## config.mk

```make
export PLATFORM = sky130hd
export DESIGN_NAME = ddr3_avl_arbiter
export DESIGN_NICKNAME = d
export VERILOG_FILES = /design/src/rtl/ddr3_pkg.sv /design/src/rtl/ddr3_rd_credit.sv /design/src/rtl/ddr3_avl_arbiter.sv
export SDC_FILE = /design/constraint.sdc
export NUM_CORES = 1
export LEC_CHECK = 0
export CAP_MARGIN = 20
export CORE_AREA = 2 2 143 145
export CTS_BUF_LIST = sky130_fd_sc_hd__clkbuf_4
export CTS_CLUSTER_SIZE = 24
export DETAILED_ROUTE_END_ITERATION = 7
export DIE_AREA = 0 0 145 147
export DONT_BUFFER_PORTS = 1
export GPL_ROUTABILITY_DRIVEN = 1
export GPL_TIMING_DRIVEN = 0
export PLACE_DENSITY = 0.34
export SLEW_MARGIN = 40
export SYNTH_ARGS = -nofsm -noshare
export SYNTH_HDL_FRONTEND = slang
export SYNTH_SLANG_ARGS = --single-unit
```

## constraint.sdc

```tcl
create_clock -name ddr3_clk -period 3.4 [get_ports ddr3_clk]
set_input_delay 0.85 -clock ddr3_clk [delete_from_list [all_inputs] [get_ports ddr3_clk]]
set_output_delay 0.85 -clock ddr3_clk [all_outputs]
set_load 0.02 [all_outputs]
```

## src/rtl/ddr3_pkg.sv

```systemverilog
// Shared DDR3 command-port definitions: widths, arbiter state encoding and the
// burst-size normalisation used by both clients.
package ddr3_pkg;

  localparam int DDR3_ADDR_W = 26;
  localparam int DDR3_DATA_W = 128;
  localparam int DDR3_SIZE_W = 3;

  typedef enum logic [1:0] {
    ARB_IDLE = 2'd0,
    ARB_RD   = 2'd1,
    ARB_WR   = 2'd2
  } arb_state_e;

  // A zero burst size from a client means a single beat.
  function automatic logic [DDR3_SIZE_W-1:0] eff_size(input logic [DDR3_SIZE_W-1:0] s);
    return (s == '0) ? DDR3_SIZE_W'(1) : s;
  endfunction

endpackage

```

## src/rtl/ddr3_rd_credit.sv

```systemverilog
// Tracks read beats requested but not yet returned and decides whether a new
// read burst still fits in the downstream read-data FIFO.
module ddr3_rd_credit
  import ddr3_pkg::*;
#(
  parameter int MAX_RD_OUTSTANDING = 256,
  parameter int OUTST_W            = 9
) (
  input  logic                   clk,
  input  logic                   rst_n,
  input  logic                   req_valid,
  input  logic [DDR3_SIZE_W-1:0] req_size,
  input  logic                   add_en,
  input  logic [DDR3_SIZE_W-1:0] add_size,
  input  logic                   ret,
  output logic [OUTST_W-1:0]     outstanding,
  output logic                   rd_ok
);

  logic [OUTST_W-1:0] cnt_q, cnt_d;
  logic [OUTST_W:0]   sum;

  always_comb begin
    sum   = {1'b0, cnt_q} + (OUTST_W+1)'(req_size);
    rd_ok = req_valid && (sum <= (OUTST_W+1)'(MAX_RD_OUTSTANDING));
    cnt_d = cnt_q;
    // add_size is never 0, so accept-plus-return cannot underflow.
    if (add_en) begin
      cnt_d = cnt_q + OUTST_W'(add_size) - OUTST_W'(ret);
    end else if (ret && (cnt_q != '0)) begin
      cnt_d = cnt_q - OUTST_W'(1);
    end
  end

  always_ff @(posedge clk or negedge rst_n) begin
    if (!rst_n) begin
      cnt_q <= '0;
    end else begin
      cnt_q <= cnt_d;
    end
  end

  assign outstanding = cnt_q;

endmodule

```

## src/rtl/ddr3_avl_arbiter.sv

```systemverilog
// Registered, burst-aware arbiter sharing the DDR3 Avalon-MM command port
// between a read client and a write client with bounded read priority.
module ddr3_avl_arbiter
  import ddr3_pkg::*;
#(
  parameter int RD_MAX_CONSEC      = 4,
  parameter int MAX_RD_OUTSTANDING = 256,
  parameter int OUTST_W            = 9
) (
  input  logic                   ddr3_clk,
  input  logic                   ddr3_reset_n,
  input  logic                   rd_req,
  input  logic [DDR3_ADDR_W-1:0] rd_addr,
  input  logic [DDR3_SIZE_W-1:0] rd_size,
  output logic                   rd_ready,
  input  logic                   wr_req,
  input  logic [DDR3_ADDR_W-1:0] wr_addr,
  input  logic [DDR3_SIZE_W-1:0] wr_size,
  input  logic [DDR3_DATA_W-1:0] wr_data,
  output logic                   wr_ready,
  input  logic                   ddr3_avl_ready,
  output logic                   ddr3_avl_burstbegin,
  output logic [DDR3_SIZE_W-1:0] ddr3_avl_size,
  output logic [DDR3_ADDR_W-1:0] ddr3_avl_addr,
  output logic                   ddr3_avl_read_req,
  output logic                   ddr3_avl_write_req,
  output logic [DDR3_DATA_W-1:0] ddr3_avl_wr_data,
  input  logic                   ddr3_avl_read_data_valid,
  output logic [OUTST_W-1:0]     rd_outstanding,
  output logic [1:0]             arb_state
);

  // Handshake: a client command/beat is consumed in exactly the cycle its
  // ready output is high; that ready is the controller's ready gated by the
  // arbiter being in the matching state.

  localparam int                  CONSEC_W   = $clog2(RD_MAX_CONSEC + 1);
  localparam logic [CONSEC_W-1:0] CONSEC_MAX = CONSEC_W'(RD_MAX_CONSEC);

  arb_state_e             state_q, state_d;
  logic [CONSEC_W-1:0]    consec_q, consec_d;
  logic [DDR3_SIZE_W-1:0] beat_q, beat_d;
  logic [DDR3_SIZE_W-1:0] size_q, size_d;
  logic [DDR3_ADDR_W-1:0] addr_q, addr_d;
  logic                   first_q, first_d;

  logic [DDR3_SIZE_W-1:0] eff_rd, eff_wr;
  logic                   rd_ok, rd_accept, wr_accept;

  assign eff_rd = eff_size(rd_size);
  assign eff_wr = eff_size(wr_size);

  ddr3_rd_credit #(
    .MAX_RD_OUTSTANDING (MAX_RD_OUTSTANDING),
    .OUTST_W            (OUTST_W)
  ) u_rd_credit (
    .clk         (ddr3_clk),
    .rst_n       (ddr3_reset_n),
    .req_valid   (rd_req),
    .req_size    (eff_rd),
    .add_en      (rd_accept),
    .add_size    (size_q),
    .ret         (ddr3_avl_read_data_valid),
    .outstanding (rd_outstanding),
    .rd_ok       (rd_ok)
  );

  always_comb begin
    state_d   = state_q;
    consec_d  = consec_q;
    beat_d    = beat_q;
    size_d    = size_q;
    addr_d    = addr_q;
    first_d   = 1'b0;
    rd_accept = (state_q == ARB_RD) && ddr3_avl_ready;
    wr_accept = (state_q == ARB_WR) && ddr3_avl_ready;
    case (state_q)
      ARB_IDLE: begin
        // A pending write wins once reads have had their run or cannot go.
        if (wr_req && ((consec_q >= CONSEC_MAX) || !rd_ok)) begin
          state_d  = ARB_WR;
          addr_d   = wr_addr;
          size_d   = eff_wr;
          consec_d = '0;
          first_d  = 1'b1;
        end else if (rd_ok) begin
          state_d  = ARB_RD;
          addr_d   = rd_addr;
          size_d   = eff_rd;
          first_d  = 1'b1;
          if (!wr_req) begin
            consec_d = '0;
          end else if (consec_q < CONSEC_MAX) begin
            consec_d = consec_q + CONSEC_W'(1);
          end
        end
      end
      ARB_RD: begin
        if (ddr3_avl_ready) begin
          state_d = ARB_IDLE;
        end
      end
      ARB_WR: begin
        if (ddr3_avl_ready) begin
          if (beat_q == size_q - DDR3_SIZE_W'(1)) begin
            beat_d  = '0;
            state_d = ARB_IDLE;
          end else begin
            beat_d = beat_q + DDR3_SIZE_W'(1);
          end
        end
      end
      default: state_d = ARB_IDLE;
    endcase
  end

  always_ff @(posedge ddr3_clk or negedge ddr3_reset_n) begin
    if (!ddr3_reset_n) begin
      state_q  <= ARB_IDLE;
      consec_q <= '0;
      beat_q   <= '0;
      size_q   <= '0;
      addr_q   <= '0;
      first_q  <= 1'b0;
    end else begin
      state_q  <= state_d;
      consec_q <= consec_d;
      beat_q   <= beat_d;
      size_q   <= size_d;
      addr_q   <= addr_d;
      first_q  <= first_d;
    end
  end

  assign ddr3_avl_read_req   = (state_q == ARB_RD);
  assign ddr3_avl_write_req  = (state_q == ARB_WR);
  assign ddr3_avl_burstbegin = first_q;
  assign ddr3_avl_size       = size_q;
  assign ddr3_avl_addr       = addr_q;
  assign ddr3_avl_wr_data    = (state_q == ARB_WR) ? wr_data : '0;
  assign rd_ready            = rd_accept;
  assign wr_ready            = wr_accept;
  assign arb_state           = state_q;

endmodule

```

## Word level (Yosys, flattened, before mapping)

Cells that the tools add are included.

- Reductions and logical operators: 17
- Muxes and demuxes: 23
- Eq/ne operators: 8
- Order comparisons: 3
- $add $sub $neg: 7

Operators by type and width:

| cell | count |
|---|---|
| 2-to-1 mux 128 bit | 1 |
| 2-to-1 mux 26 bit | 2 |
| 2-to-1 mux 3 bit | 9 |
| 2-to-1 mux 9 bit | 2 |
| adder 9 x 3 -> 10 bit | 1 |
| <= comparator 10 x 9 -> 1 bit (second input constant) | 1 |
| 2-to-1 mux 2 bit | 5 |
| adder 9 x 3 -> 9 bit | 1 |
| nonzero test 9 bit | 1 |
| subtractor 9 x 1 -> 9 bit | 1 |
| subtractor 9 x 1 -> 9 bit (second input constant) | 1 |
| adder 3 x 1 -> 3 bit (second input constant) | 2 |
| zero test 3 bit | 2 |
| case mux 2 bit (3 select lines) | 1 |
| logical AND 1 bit | 5 |
| != test 2 bit (second input constant) | 2 |
| AND reduction 2 bit | 2 |
| AND reduction 4 bit | 1 |
| nonzero test 2 bit | 2 |
| equality test 3 bit | 1 |
| >= comparator 3 bit (second input constant) | 1 |
| less-than comparator 3 bit (second input constant) | 1 |
| 2-to-1 mux 1 bit | 3 |
| != test 3 x 1 -> 1 bit (second input constant) | 1 |
| 9 further kinds | 9 |

- Register bits after elaboration: 47

## Longest topological paths before layout

Gate-level depths: netlist of the first run.

- Depth in word-level cells: 10
- Mapped depth: 13
- Gate-level depth less buffers: 13

## By module

A second synthesis of the first run with hierarchy kept.

- Cells, all modules: 505
- Area, all modules: 4055.1 um^2

Modules (own cells, without submodules):

| module | instances | area an instance (um^2) | cells an instance |
|---|---|---|---|
| ddr3_avl_arbiter | 1 | 2830.2 | 363 |
| ddr3_rd_credit | 1 | 1224.9 | 142 |

## Worst setup path after synthesis of the first run

No wires, ideal clock.

- Kind: input-to-reg
- Start: in rd_size[0]
- End: reg size_q[0], in the netlist ddr3_avl_size[0]
- Path slack: -0.031 ns
- Arrival time: 3.352 ns
- Stages on the path: 10
- Path through: o21bai_1 > ha_1 > fa_1 > a21oi_1 > o211ai_1 > a2111oi_2 > a31oi_1 > o41ai_4 > buf_2 > mux2i_1

- Word-level cells in the longest chain between the ends: 10
- Elaborated cells between the ends (all ways): 12
- Classes of those cells: add/sub (1); order compare (1); mux (3); reduce/logical (7)

Ends and longest elaborated chain:

| what | line | source |
|---|---|---|
| start: declaration | ddr3_avl_arbiter.sv:14 | `input logic [DDR3_SIZE_W-1:0] rd_size,` |
| zero test 3 bit | ddr3_pkg.sv:17 | `return (s == '0) ? DDR3_SIZE_W'(1) : s;` |
| 2-to-1 mux 3 bit (*) | ddr3_pkg.sv:17 |  |
| adder 9 x 3 -> 10 bit | ddr3_rd_credit.sv:24 | `sum = {1'b0, cnt_q} + (OUTST_W+1)'(req_size);` |
| <= comparator 10 x 9 -> 1 bit | ddr3_rd_credit.sv:25 | `rd_ok = req_valid && (sum <= (OUTST_W+1)'(MAX_RD_OUTSTANDING));` |
| logical AND 1 bit | ddr3_rd_credit.sv:25 |  |
| zero test 1 bit | ddr3_avl_arbiter.sv:80 | `if (wr_req && ((consec_q >= CONSEC_MAX) \|\| !rd_ok)) begin` |
| logical OR 1 bit | ddr3_avl_arbiter.sv:80 |  |
| logical AND 1 bit | ddr3_avl_arbiter.sv:80 |  |
| nonzero test 2 bit (no source line) | - |  |
| AND reduction 2 bit (no source line) | - |  |
| end signal: assignment | ddr3_avl_arbiter.sv:129 | `size_q <= size_d;` |
| end: declaration | ddr3_avl_arbiter.sv:43 | `logic [DDR3_SIZE_W-1:0] size_q, size_d;` |

Mark *: on every way between the ends. The rest lies on a longest branch, timed or not. The select of a mux whose other input is x is not followed.
A chain may end at the register's enable or synchronous reset.

## Worst setup path in the final report of the first run

- Start: in rd_size[1]
- End: reg addr_q[10], in the netlist ddr3_avl_addr[10]

- Word-level cells in the longest chain between the ends: 10
- Elaborated cells between the ends (all ways): 11
- Classes of those cells: add/sub (1); order compare (1); mux (2); reduce/logical (7)

Ends and longest elaborated chain:

| what | line | source |
|---|---|---|
| zero test 3 bit | ddr3_pkg.sv:17 |  |
| 2-to-1 mux 3 bit (*) | ddr3_pkg.sv:17 |  |
| adder 9 x 3 -> 10 bit (*) | ddr3_rd_credit.sv:24 |  |
| <= comparator 10 x 9 -> 1 bit (*) | ddr3_rd_credit.sv:25 |  |
| logical AND 1 bit (*) | ddr3_rd_credit.sv:25 |  |
| zero test 1 bit | ddr3_avl_arbiter.sv:80 |  |
| logical OR 1 bit | ddr3_avl_arbiter.sv:80 |  |
| logical AND 1 bit | ddr3_avl_arbiter.sv:80 |  |
| nonzero test 2 bit (no source line) | - |  |
| AND reduction 2 bit (no source line) | - |  |
| end signal: assignment | ddr3_avl_arbiter.sv:130 | `addr_q <= addr_d;` |
| end: declaration | ddr3_avl_arbiter.sv:44 | `logic [DDR3_ADDR_W-1:0] addr_q, addr_d;` |

Mark *: on every way between the ends. The rest lies on a longest branch, timed or not.

==> flow_summary.yaml, run 1 <==
run_status:
  status: "finished clean"
timing:
  finalSetupTns_ns: 0
  maxSlewHeadroom_pct: 56.5
  timing.final.hold_violations: 0
  min_period_ns: 3.27
  rsz0062_at_grt: "false"
  finalSetupViolations: 0
  final.setup_skew_ns: 0.0147
  maxSlewViolCount: 0
  finalCritPeriodShare_pct: 96.2
  worst_pin_slew_ns: 0.645
  clock.fmax_mhz: 306
final_layout:
  nets: 704
  multi_input_area_sq_um: 2610
  final-seq-area_sq_um: 1180
  final_area_sq_um: 4490
  area_growth_syn_to_layout_pct: 14.7
  nFillCells: 2196
  drive_gt1_share_pct: 9.73
  postLayoutCoreUtil_pct: 22.6
floorplanning:
  start_util_pct: 19.7
  num_rows: 52
  ioPinCount: 365
  die_h_um: 147
  die_area_sq_um: 21300
  core_area_sq_um: 19800
  die_w_um: 145
worst_setup_path:
  cp-start-kind: "input port"
  critPathCaptureType: "flop"
  crit_required_ns: 3.73
  path_max_fanout: 10
  slowest_stage: "or4_4"
  cp.arrival_ns: 3.60
  r2r_slack_ns: 0.22
  critPathMaxStageDelay_ns: 0.50
  path_class: "input port to flop"
  cp_cell_sequence: "o21bai_2, ha_2, fa_2, a21oi_2, or4_4, a2111oi_4, a31oi_4, o41ai_4, buf_6, clkbuf_4, nor2_1, a21oi_1"
detailed_routing:
  avgViaCountPerCell: 4.50
  wire_per_inst_um: 28.4
  totalWireLength_um: 21700
  antenna_left: 0
  vias: 3441
  drt_first_pass_iters: 5
  drc: 0
  first_iter_violations: 164
job:
  cap_viol_max_count: 0
cts:
  clk_latency_ns: 0.39
  clkTransAtPathRegs_ns: 0.17
  htree_levels: 2
  ctsRootBufferMaster: "clkbuf_4"
  cts_buffer_depth: 2
  cts_hold_buf: 0
  clock_sinks: 47
  cts_buffers: 5
  cts_tree: "built"
power:
  vdd_drop_max_mv: 0.285
  p_per_area_nw_per_um2: 1130
  leakage_nw: 1.87
grt:
  gr-total-overflow: 0
  grt_usage_pct: 19.5
  antenna_found_initial: 23
  grt_pass1_vias: 3343
  grt_start_max_net_pins: 48
  grt_pass1_wl_um: 29000
placed_design:
  placedInstanceArea_sq_um: 4260
  numPortBuffers: 0
  dp_hpwl_um: 19500
  place_congestion: 0.941
hold_path:
  hold_class: "input port to async pin"
synth:
  synth_nets: 695
  seq_area_frac_synth_pct: 30.1
  synth_area_per_cell_sq_um: 8.27
  syn_inst: 473
  yosysUniqueCellTypes: 43
  synth_top_flop_cell: "dfrtp_1"
  synth_edf_count: 0
  syn_area_sq_um: 3910
  ys_warn_count: 0
  synth_seq_cells: 47
  async_flop_share_pct: 100
## per-layer routing
layer	vias up	global-route usage (%)	wire (um)
met5	-	0	0
met4	0	3.27	188
met3	15	9.57	3170
met2	230	31.6	10100
met1	1608	23.8	8230
li1	1588	-	-
## repair_timing
item / CTS / global route
buffers inserted: 1 / 1
setup endpoints to repair: 153 / 51
hold endpoints to repair: 0 / 0
gates resized for setup: 11 / 19
pin swaps: 1 / 3
## logic make-up (layout without fill, tap and decap cells)
| family | Yosys count | in the layout | synth area share, % |
|---|---|---|---|
| and+or+nand+nor | 216 | 216 | 30.4 |
| AOI/OAI and AO/OA | 76 | 76 | 12.1 |
| buffers and inverters | 55 | 65 | 5.56 |
| DFF | 47 | 47 | 30.1 |
| adders and majority gates | 30 | 30 | 9.97 |
| muxes | 30 | 30 | 7.70 |
| xor gates and xnor gates | 19 | 19 | 4.25 |
| other | 0 | 11 | 0 |
## path summary, 6_finish.rpt
path	start	to	depth (start not counted)
setup / recovery	rd_size[1]	ddr3_avl_addr[10]$_DFFE_PN0P_	12
hold / removal	ddr3_reset_n	ddr3_avl_addr[24]$_DFFE_PN0P_	0
setup reg to reg	u_rd_credit.outstanding[0]$_DFFE_PN0P_	ddr3_avl_addr[10]$_DFFE_PN0P_	11
hold reg to reg	beat_q[2]$_DFFE_PN0P_	beat_q[2]$_DFFE_PN0P_	1
max in group asynchronous	ddr3_reset_n	arb_state[0]$_DFFE_PN0P_	0
min in group ddr3_clk	beat_q[2]$_DFFE_PN0P_	beat_q[2]$_DFFE_PN0P_	1
## metrics by stage
step           std cells  total power (W)  hold WS, ns  setup slack (ns)
2_1_floorplan        473          0.00378        0.477           0.00184
3_3_place_gp         743          0.00461        0.511            -0.550
5_1_grt              755          0.00551       0.0680           0.00552
4_1_cts              752          0.00507       0.0878           0.00131
6_report             764          0.00509        0.127             0.128
3_5_place_dp         743          0.00464        0.505            -0.540
## layout by cell type, fill, tap and decap left out, types with 2 or more instances in the layout
cell        n
and2_1    127
dfrtp_1    42
nor2_1     40
a21oi_1    34
inv_1      29
mux2i_1    29
ha_1       27
nand2_1    23
o21ai_0    17
xnor2_1    15
clkbuf_1   13
diode_2    11
buf_2       7
nand3_1     6
clkbuf_4    6
dfrtp_2     5
xor2_1      4
nor3_1      4
o211ai_1    3
a311oi_1    3
nor2b_4     2
clkbuf_2    2
and2_2      2
or3_1       2
nor4_1      2
buf_4       2
o22ai_1     2
buf_6       2
a21o_1      2
## critical path: cells and delay by family
family | cells | cell delay (ns)
buffers and inverters | 2 | 0.38
and+or+nand+nor | 2 | 0.55
AOI/OAI and AO/OA | 6 | 1.34
adders and majority gates | 2 | 0.46
## flip-flops by register name, summed over array words and instances, names as in the netlist
name	flops
arb_state	2
ddr3_avl_addr	26
beat_q	3
u_rd_credit.outstanding	9
ddr3_avl_size	3
ddr3_avl_burstbegin	1
consec_q	3
## Yosys cell counts (2+ instances only)
cell | n | area [sq um]
a21o_1 | 2 | 15.0
a21oi_1 | 35 | 175
a311oi_1 | 3 | 26.3
a31oi_1 | 3 | 18.8
and2_1 | 129 | 807
buf_2 | 9 | 45.0
clkbuf_1 | 15 | 56.3
dfrtp_1 | 47 | 1180
fa_1 | 2 | 40.0
ha_1 | 28 | 350
inv_1 | 29 | 109
mux2i_1 | 29 | 290
nand2_1 | 23 | 86.3
nand3_1 | 6 | 30.0
nor2_1 | 40 | 150
nor2b_1 | 3 | 18.8
nor3_1 | 4 | 20.0
nor4_1 | 2 | 12.5
o211ai_1 | 3 | 22.5
o21ai_0 | 17 | 85.1
o21bai_1 | 2 | 15.0
o22ai_1 | 2 | 12.5
o41ai_1 | 2 | 17.5
or3_1 | 2 | 12.5
xnor2_1 | 15 | 131
xor2_1 | 4 | 35.0
## area by class of cell
cell class / count / area share [%]
Antenna cell: 11 / 0.613
Buffer: 25 / 2.68
Clock buffer: 5 / 0.836
Clock inverter: 3 / 1.06
Inverter: 30 / 2.51
Multi-Input combinational cell: 371 / 58.0
Sequential cell: 47 / 26.3
Tap cell: 270 / 7.53
Timing Repair Buffer: 2 / 0.418
## where the power goes
group	switching, W	internal [W]
Sequential	0.000653	0.000828
Combinational	0.00217	0.00106
Clock	0.000216	0.000159
Total	0.00304	0.00205
(Power assumes the default switching activity.)
==> run 2, diff against run 1 <==
--- a/config.mk
+++ b/config.mk
@@ -15,6 +15,7 @@
 export GPL_ROUTABILITY_DRIVEN = 1
 export GPL_TIMING_DRIVEN = 0
 export PLACE_DENSITY = 0.34
+export REMOVE_ABC_BUFFERS = 1
 export SLEW_MARGIN = 40
 export SYNTH_ARGS = -nofsm -noshare
 export SYNTH_HDL_FRONTEND = slang
==> run 2 against run 1 <==
Effect of this change:
- setup slack improved by 0.029 ns
- sequential power about the same
- global-route usage down 1.7 points
- clock-buffer cell count is the same
- sequential share of layout area is 0.29 points lower
- wire length fell by 8.1%
- flip-flop and latch count stayed put
- worst hold slack worse by 0.0066 ns
- critical endpoint unchanged
- highest routed layer unchanged
==> flow_summary.yaml, run 2 (same netlist as run 1, synthesis figures left out) <==
run_status:
  status: "finished clean"
cts:
  clk_latency_ns: 0.39
  cts_buffers: 5
  ctsRootBufferMaster: "clkbuf_4"
  cts_buffer_depth: 2
  cts_tree: "built"
  htree_levels: 2
  clkTransAtPathRegs_ns: 0.17
  clock_sinks: 47
  cts_hold_buf: 0
placed_design:
  place_congestion: 0.870
  numPortBuffers: 0
  dp_hpwl_um: 17600
  place_ws_ns: -0.909
final_layout:
  largest_reg_flops: 26
  nets: 692
  layout_common_cells: "129 x and2_1, 45 x dfrtp_1, 40 x nor2_1, 34 x a21oi_1, 29 x mux2i_1"
  final_common_cell: "and2_1"
  drive_gt1_share_pct: 9.13
  postLayoutCoreUtil_pct: 22.8
  area_growth_syn_to_layout_pct: 15.6
detailed_routing:
  first_iter_violations: 173
  avgViaCountPerCell: 4.56
  drt_first_pass_iters: 4
  antenna_left: 0
  totalWireLength_um: 20000
  vias: 3405
  drc: 0
  wire_per_inst_um: 26.8
worst_setup_path:
  crit_required_ns: 3.73
  cp_cell_sequence: "o21bai_2, ha_2, fa_2, a21oi_2, or4_4, a2111oi_4, a31oi_2, o41ai_4, buf_4, buf_6, buf_4, nor2_1, a21oi_1"
  critPathMaxStageDelay_ns: 0.50
  crit_family: "compound AO/OA/AOI/OAI gates"
  path_max_fanout: 12
  critPathCaptureType: "flop"
  cpMostUsedCell: "buf_4"
  path_class: "input port to flop"
  cp-start-kind: "input port"
  cp.arrival_ns: 3.57
  slowest_stage: "or4_4"
  path_buf_inv: 3
timing:
  timing.final.hold_violations: 0
  layout_setup_ws_ns: 0.158
  min_period_ns: 3.24
  finalCritPeriodShare_pct: 95.4
  worst_pin_slew_ns: 0.743
  finalSetupViolations: 0
  maxSlewHeadroom_pct: 50.1
  maxSlewViolCount: 0
  clock.fmax_mhz: 308
  final.setup_skew_ns: 0.0200
grt:
  grt_start_max_net_pins: 48
  gr-total-overflow: 0
  grt_pass1_vias: 3323
  antenna_found_initial: 19
  grt_pass1_wl_um: 27000
  grt_usage_pct: 17.8
hold_path:
  hold_class: "input port to async pin"
power:
  leakage_nw: 1.88
  vdd_drop_max_mv: 0.427
  p_per_area_nw_per_um2: 1120
floorplanning:
  ioPinCount: 365
  die_w_um: 145
  num_rows: 52
  start_util_pct: 19.7
  die_h_um: 147
  core_area_sq_um: 19800
  die_area_sq_um: 21300
job:
  cap_viol_max_count: 0
[run 2: cell count changes in the layout (fill, tap and decap cells not counted), sizes merged]
cell / change
clkbuf: -16
inv: -1
buf: +4
clkinv: -1
diode: -6
clkinvlp: +2
[run 2: cell type report]
type	instances	area (sq um)
Fill cell	2224	15300
Multi-Input combinational cell	371	2590
Sequential cell	47	1180
Tap cell	270	338
Timing Repair Buffer	15	203
Inverter	30	116
Clock inverter	3	46.3
Clock buffer	5	37.5
Antenna cell	5	12.5
[run 2: metrics by stage]
stage               TNS (ns)  total power (W)  hold slack [ns]  cells  instance area, sq um
global route        -0.00454          0.00550           0.0847    743                  4520
CTS                        0          0.00510           0.0933    739                  4470
floorplan            -249.63          0.00374            0.477    448                  3810
detailed placement    -25.40          0.00464            0.529    729                  4350
finish                     0          0.00507            0.120    746                  4530
global placement     -557.89          0.00426            0.522    718                  4150
[run 2: timing repair]
action                     in CTS  in global routing
pin swaps                       1                  2
resized for setup               4                  9
buffers inserted                2                  2
setup endpoints to repair      35                 18
gates cloned                    0                  0
[run 2: final timing paths]
check,from,cells after the start,slack [ns],end
worst max-delay path,rd_size[1],13,0.16,ddr3_avl_addr[10]$_DFFE_PN0P_
worst min-delay path,ddr3_reset_n,0,0.12,u_rd_credit.outstanding[8]$_DFFE_PN0P_
worst max register to register,u_rd_credit.outstanding[0]$_DFFE_PN0P_,12,0.26,ddr3_avl_addr[10]$_DFFE_PN0P_
worst min register to register,beat_q[2]$_DFFE_PN0P_,1,0.54,beat_q[2]$_DFFE_PN0P_
max in group asynchronous,ddr3_reset_n,0,3.16,ddr3_avl_addr[12]$_DFFE_PN0P_
min in group ddr3_clk,ddr3_avl_ready,1,0.54,arb_state[0]$_DFFE_PN0P_
[run 2: worst register-to-register path: cells and delay by family, from the launching register on]
family / cells / cell delay [ns]
buf+inv: 3 / 0.52
compound gates: 5 / 1.05
flops: 1 / 0.50
fa+ha+maj: 2 / 0.45
simple gates: 2 / 0.56
[run 2: metal layers]
layer / routed length (um) / track usage, % / vias up / share of wire [%]
met4: 340 / 3.02 / 0 / 1.7
li1: - / - / 1557 / -
met3: 2190 / 6.71 / 38 / 11
met1: 8000 / 22.4 / 1573 / 40
met2: 9430 / 29.4 / 237 / 47
met5: 0 / 0 / - / 0
[run 2: where the power goes]
| group | internal (W) | total, W | switching (W) |
|---|---|---|---|
| Combinational | 0.00115 | 0.00323 | 0.00207 |
| Sequential | 0.000824 | 0.00147 | 0.000643 |
| Clock | 0.000158 | 0.000377 | 0.000219 |
